$ cat src/rtl/regfile_cmd_ctrl.sv
// ---------------------------------------------------------------------------
// regfile_cmd_ctrl
//
// Command sequencer that sits between the UART receive path and the register
// file. Incoming bytes are parsed into write frames (CMD_WR, addr, data) and
// read frames (CMD_RD, addr). Writes become a single-cycle rf_wr_en pulse.
// Reads become a single-cycle rf_rd_en pulse. The returned word is offered on
// a valid/ready transmit handshake. Illegal addresses, unknown opcodes,
// stalled frames and bytes that arrive while the controller cannot take them
// are reported as single-cycle err_valid pulses with an err_code.
//
// Ports
//   clk          system clock, rising edge
//   rst          synchronous active-high reset
//   rx_data      received byte
//   rx_valid     one-cycle strobe qualifying rx_data (no backpressure)
//   rf_address   register-file address
//   rf_wr_data   register-file write data
//   rf_wr_en     register-file write enable (one cycle per write frame)
//   rf_rd_en     register-file read enable (one cycle per read frame)
//   rf_rd_data   registered read data from the register file
//   rf_rd_valid  read-data valid level from the register file
//   tx_data      read result towards the transmitter
//   tx_valid     tx_data valid, held until tx_ready
//   tx_ready     transmitter accepts tx_data
//   busy         high whenever the controller is not idle
//   err_valid    one-cycle error strobe
//   err_code     00 overrun, 01 bad opcode, 10 bad address, 11 timeout
// ---------------------------------------------------------------------------
module regfile_cmd_ctrl #(
  parameter int               WIDTH   = 8,
  parameter int               DEPTH   = 8,
  parameter int               ADDR    = 4,
  parameter int               TIMEOUT = 255,
  parameter logic [WIDTH-1:0] CMD_WR  = 8'hAA,
  parameter logic [WIDTH-1:0] CMD_RD  = 8'hBB
) (
  input  logic             clk,
  input  logic             rst,
  input  logic [WIDTH-1:0] rx_data,
  input  logic             rx_valid,
  output logic [ADDR-1:0]  rf_address,
  output logic [WIDTH-1:0] rf_wr_data,
  output logic             rf_wr_en,
  output logic             rf_rd_en,
  input  logic [WIDTH-1:0] rf_rd_data,
  input  logic             rf_rd_valid,
  output logic [WIDTH-1:0] tx_data,
  output logic             tx_valid,
  input  logic             tx_ready,
  output logic             busy,
  output logic             err_valid,
  output logic [1:0]       err_code
);

  localparam int               CNT_W    = $clog2(TIMEOUT + 1);
  localparam logic [CNT_W-1:0] CNT_LAST = CNT_W'(TIMEOUT - 1);
  localparam logic [WIDTH-1:0] DEPTH_W  = WIDTH'(DEPTH);

  localparam logic [1:0] ERR_OVERRUN = 2'b00;
  localparam logic [1:0] ERR_OPCODE  = 2'b01;
  localparam logic [1:0] ERR_ADDRESS = 2'b10;
  localparam logic [1:0] ERR_TIMEOUT = 2'b11;

  typedef enum logic [2:0] {
    IDLE,
    WR_ADDR,
    WR_DATA,
    WR_EXEC,
    RD_ADDR,
    RD_REQ,
    RD_WAIT,
    TX
  } state_t;

  state_t           state;
  logic [CNT_W-1:0] tmo_cnt;
  logic             drop;
  logic             tmo_hit;
  logic             addr_bad;

  // The idle counter is about to reach TIMEOUT on this edge, and the incoming
  // byte addresses a location outside the register file.
  assign tmo_hit  = (tmo_cnt == CNT_LAST);
  assign addr_bad = (rx_data >= DEPTH_W);

  // Whole controller in one registered process. Enables and the error strobe
  // default low every cycle, so each one is a single-cycle pulse.
  // The timeout counter defaults to zero. It advances only in the waiting
  // states when nothing arrives, so any accepted byte or state change clears it.
  // Errors that can coincide (overrun with bad address in WR_EXEC, overrun
  // with timeout in RD_WAIT) are written overrun-first. The later assignment
  // of the higher code then takes effect.
  // The enables go high on the edge that leaves WR_EXEC / RD_REQ. A reset
  // sampled on that edge therefore suppresses the access completely.
  always_ff @(posedge clk) begin
    if (rst) begin
      state      <= IDLE;
      busy       <= 1'b0;
      rf_address <= '0;
      rf_wr_data <= '0;
      rf_wr_en   <= 1'b0;
      rf_rd_en   <= 1'b0;
      tx_data    <= '0;
      tx_valid   <= 1'b0;
      err_valid  <= 1'b0;
      err_code   <= 2'b00;
      tmo_cnt    <= '0;
      drop       <= 1'b0;
    end else begin
      rf_wr_en  <= 1'b0;
      rf_rd_en  <= 1'b0;
      err_valid <= 1'b0;
      tmo_cnt   <= '0;

      case (state)
        IDLE: begin
          if (rx_valid) begin
            if (rx_data == CMD_WR) begin
              state <= WR_ADDR;
              busy  <= 1'b1;
            end else if (rx_data == CMD_RD) begin
              state <= RD_ADDR;
              busy  <= 1'b1;
            end else begin
              err_valid <= 1'b1;
              err_code  <= ERR_OPCODE;
            end
          end
        end

        WR_ADDR: begin
          if (rx_valid) begin
            rf_address <= rx_data[ADDR-1:0];
            drop       <= addr_bad;
            state      <= WR_DATA;
          end else if (tmo_hit) begin
            state     <= IDLE;
            busy      <= 1'b0;
            err_valid <= 1'b1;
            err_code  <= ERR_TIMEOUT;
          end else begin
            tmo_cnt <= tmo_cnt + 1'b1;
          end
        end

        WR_DATA: begin
          if (rx_valid) begin
            rf_wr_data <= rx_data;
            state      <= WR_EXEC;
          end else if (tmo_hit) begin
            state     <= IDLE;
            busy      <= 1'b0;
            drop      <= 1'b0;
            err_valid <= 1'b1;
            err_code  <= ERR_TIMEOUT;
          end else begin
            tmo_cnt <= tmo_cnt + 1'b1;
          end
        end

        WR_EXEC: begin
          if (rx_valid) begin
            err_valid <= 1'b1;
            err_code  <= ERR_OVERRUN;
          end
          if (drop) begin
            err_valid <= 1'b1;
            err_code  <= ERR_ADDRESS;
          end else begin
            rf_wr_en <= 1'b1;
          end
          drop  <= 1'b0;
          state <= IDLE;
          busy  <= 1'b0;
        end

        RD_ADDR: begin
          if (rx_valid) begin
            if (addr_bad) begin
              state     <= IDLE;
              busy      <= 1'b0;
              err_valid <= 1'b1;
              err_code  <= ERR_ADDRESS;
            end else begin
              rf_address <= rx_data[ADDR-1:0];
              state      <= RD_REQ;
            end
          end else if (tmo_hit) begin
            state     <= IDLE;
            busy      <= 1'b0;
            err_valid <= 1'b1;
            err_code  <= ERR_TIMEOUT;
          end else begin
            tmo_cnt <= tmo_cnt + 1'b1;
          end
        end

        RD_REQ: begin
          if (rx_valid) begin
            err_valid <= 1'b1;
            err_code  <= ERR_OVERRUN;
          end
          rf_rd_en <= 1'b1;
          state    <= RD_WAIT;
        end

        // While rf_rd_en is still high, the register file has not yet
        // sampled the request. Any valid seen then belongs to an older read.
        RD_WAIT: begin
          if (rx_valid) begin
            err_valid <= 1'b1;
            err_code  <= ERR_OVERRUN;
          end
          if (rf_rd_valid && !rf_rd_en) begin
            tx_data  <= rf_rd_data;
            tx_valid <= 1'b1;
            state    <= TX;
          end else if (tmo_hit) begin
            state     <= IDLE;
            busy      <= 1'b0;
            err_valid <= 1'b1;
            err_code  <= ERR_TIMEOUT;
          end else begin
            tmo_cnt <= tmo_cnt + 1'b1;
          end
        end

        TX: begin
          if (rx_valid) begin
            err_valid <= 1'b1;
            err_code  <= ERR_OVERRUN;
          end
          if (tx_ready) begin
            tx_valid <= 1'b0;
            state    <= IDLE;
            busy     <= 1'b0;
          end
        end

        default: begin
          state <= IDLE;
          busy  <= 1'b0;
        end
      endcase
    end
  end

endmodule

$ cat config.mk
export PLATFORM = sky130hd
export DESIGN_NAME = regfile_cmd_ctrl
export DESIGN_NICKNAME = d
export VERILOG_FILES = /design/src/rtl/regfile_cmd_ctrl.sv
export SDC_FILE = /design/constraint.sdc
export NUM_CORES = 1
export LEC_CHECK = 0
export CAP_MARGIN = 20
export CORE_ASPECT_RATIO = 1.25
export CORE_MARGIN = 3
export CORE_UTILIZATION = 44
export DETAILED_ROUTE_END_ITERATION = 8
export GPL_TIMING_DRIVEN = 1
export PLACE_DENSITY = 0.75
export SLEW_MARGIN = 5
export SYNTH_ARGS = -nofsm -noshare
export SYNTH_HDL_FRONTEND = slang
export SYNTH_SLANG_ARGS = --single-unit
$ cat constraint.sdc
create_clock -name clk -period 1.5 [get_ports clk]
set_input_delay 0.225 -clock clk [delete_from_list [all_inputs] [get_ports clk]]
set_output_delay 0.225 -clock clk [all_outputs]
set_load 0.05 [all_outputs]
==> metrics.cfg <==
[synthesis]
synthTopCellsByArea = dfxtp_1 39%, nand2_1 8.7%, a21oi_1 7.0%
syn_nets = 270
synth_top_area_cell = dfxtp_1
synth_seq_cells = 39
synthTopCellsByCount = 46 x nand2_1, 39 x dfxtp_1, 28 x a21oi_1, 24 x nor2_1
synthArstFlopShare_pct = 0
yosysSeqAreaShare_pct = 39.2
synth_area_per_cell_sq_um = 8.06
synth_edf_count = 0
syn_area_sq_mm = 0.00199
yosysMostFrequentCell = nand2_1
synthCells = 247
synthFlopType = dfxtp_1
synth_top_area_share_pct = 39.2
synth_warnings = 0
ys_types = 55

[global_route]
overflow = 0
gr-usage-all-layers_pct = 24.6
antenna_found_initial = 0
grt_pass1_wl_um = 10100
grt_pass1_vias = 2182
grt_start_max_net_pins = 31

[floorplanning]
start_util_pct = 47.1
chipHeight_um = 81.2
dieArea_sq_mm = 0.00538
coreArea_sq_mm = 0.00423
rows = 26
die_w_um = 66.2
io_pins = 48

[cts]
cts_tree = done
numClockSinks = 39
cts_buffer_depth = 2
cts_root_buf = clkbuf_8
htree_levels = 2
clk_pin_slew_ns = 0.09
numCtsBuffers = 5
clock_latency_ns = 0.30
hold_buffers = 0

[status]
status = finished with violations
violations = negative setup slack

[sta]
tightest_slew_ns = 0.356
finalWorstSetupSlack_ns = -0.117
rsz0062_at_grt = true
slew_viol_final = 0
finClkSkew_ns = 0.00944
finalCriticalPeriod_ns = 1.62
maxSlewHeadroom_pct = 76.3
finalSetupViolations = 5
finalHoldViolations = 0
fmax_mhz = 619
fin_crit_sh_pct = 108

[routing]
wl_um = 7010
wl_met2_um = 3460
wl_per_cell_um = 16.7
post-route-drc-count = 0
vias = 2339
top_layer = met4
drtPass1Iterations = 4
avgViaCountPerCell = 5.58
antenna_left = 0
met3_length_um = 449
drt_iter0_markers = 190
drt-met1-wl_um = 2740

[power]
p_sw_w = 0.00160
clkPwrFrac_pct = 17.3
p_per_area_mw_per_mm2 = 1220
vdd_drop_max_mv = 0.616
p_seq_share_pct = 29.4
p_int_w = 0.00252
swShare_pct = 38.8
leakage_nw = 1.39
fin_total_pwr_w = 0.00412
combinationalPowerShare_pct = 53.3

[critical_path]
reg2reg_depth = 6
critPathCapture = err_valid
end_kind = register
crit_path_start = state[1]
r2r_setup_slack_ns = -0.12
worstPathArrival_ns = 1.79
cp_max_fo = 6
start_kind = register
timing.rr.start = state[1]
critPathRequiredTime_ns = 1.67
setup.worst_path.class = reg -> reg
r2r-end = err_valid

[place]
gp_congestion = 0.921
io_buffers = 47
place_inst = 395
pre_cts_ws_ns = -0.441
dp_hpwl_um = 4320

[min_path]
min_path_type = in -> reg
holdPathStages = 3

[layout]
nets = 385
drive_gt1_share_pct = 45.2
num_antenna_cells = 0
syn_to_final_growth_pct = 69.9
fin_cells = 419

[flow_run]
cap_violations = 0

[state kept, by name, indices dropped and copies added (netlist names)]
name,count
busy,1
drop,1
err_code,2
err_valid,1
rf_address,4
rf_rd_en,1
rf_wr_data,8
rf_wr_en,1
state,3
tmo_cnt,8
tx_data,8
tx_valid,1
[power groups by stage]
stage	Sequential, W	Combinational [W]	Clock (W)
after global routing	0.00122	0.00229	0.000760
final	0.00121	0.00220	0.000712
after detailed placement	0.00121	0.00154	0
after CTS	0.00121	0.00189	0.000719
after global placement	0.00121	0.00152	0
after floorplan	0.00137	0.000741	0
[cells in the final DEF (no fill, tap or decap), drive strengths merged, types with 4 or more instances in the layout]
cell / n
and4: 4
nor2: 24
o21ai: 9
xor2: 6
a21oi: 29
nand3: 7
buf: 100
dlygate4sd2: 8
a211oi: 5
nand2: 46
nor3: 8
dfxtp: 39
nor2b: 4
clkbuf: 5
clkdlybuf4s50: 12
nand2b: 6
inv: 7
mux2i: 4
[per-stage QoR]
step | utilization [%] | TNS [ns] | cell area [sq um] | hold slack [ns]
4_1_cts | 75.1 | -0.0911 | 3180 | 0.358
6_report | 80.0 | -0.339 | 3380 | 0.358
3_5_place_dp | 67.1 | -8.46 | 2840 | 0.411
5_1_grt | 80.0 | -0.817 | 3380 | 0.370
2_1_floorplan | - | -0.00406 | 1990 | 0.361
3_3_place_gp | 67.1 | -7.79 | 2840 | 0.407
[critical path: stages (launching register included)]
cell     delay (ns)
dfxtp_4        0.42
buf_6          0.14
and3b_1        0.20
o21ai_2        0.08
a31oi_4        0.20
nor2_2         0.07
o311a_1        0.38
[per-layer routing]
layer / global-route usage, % / vias up
li1: - / 1102
met1: 28.2 / 1099
met2: 42.7 / 103
met3: 6.09 / 35
met4: 10.6 / 0
met5: 0 / -
[cell type report]
| class | instances | area [sq um] |
|---|---|---|
| repair buffers | 121 | 1040 |
| multi-input cells | 188 | 1360 |
| well taps | 56 | 70.1 |
| clock inverters | 3 | 20.0 |
| fillers | 262 | 845 |
| clock buffers | 5 | 68.8 |
| inverters | 7 | 31.3 |
| flip-flops and latches | 39 | 796 |
[how the worst min path moves through the flow]
stage,startpoint,endpoint
finish,rx_data[7],rf_wr_data[7]
CTS,rx_data[7],rf_wr_data[7]
detailed placement,drop,rf_wr_en
floorplan,rx_data[0],rf_wr_data[0]
global route,rx_data[7],rf_wr_data[7]
global placement,drop,rf_wr_en
[repair_timing]
item / in CTS / in global routing
hold endpoints to repair: 0 / 0
resized for setup: 53 / 36
buffers inserted: 9 / 6
pin swaps: 17 / 18
cloned: 1 / 1
setup endpoints to repair: 18 / 27
[cells by family (layout without fill, tap and decap cells)]
logic type,Yosys count,after routing,synth area share [%]
compound gates,61,61,20.0
xor+xnor,8,8,3.52
fa+ha+maj,2,2,1.26
buf+inv,20,136,5.09
flops,39,39,39.2
mux,4,4,2.01
simple gates,113,113,29.0
(Power assumes the default switching activity.)
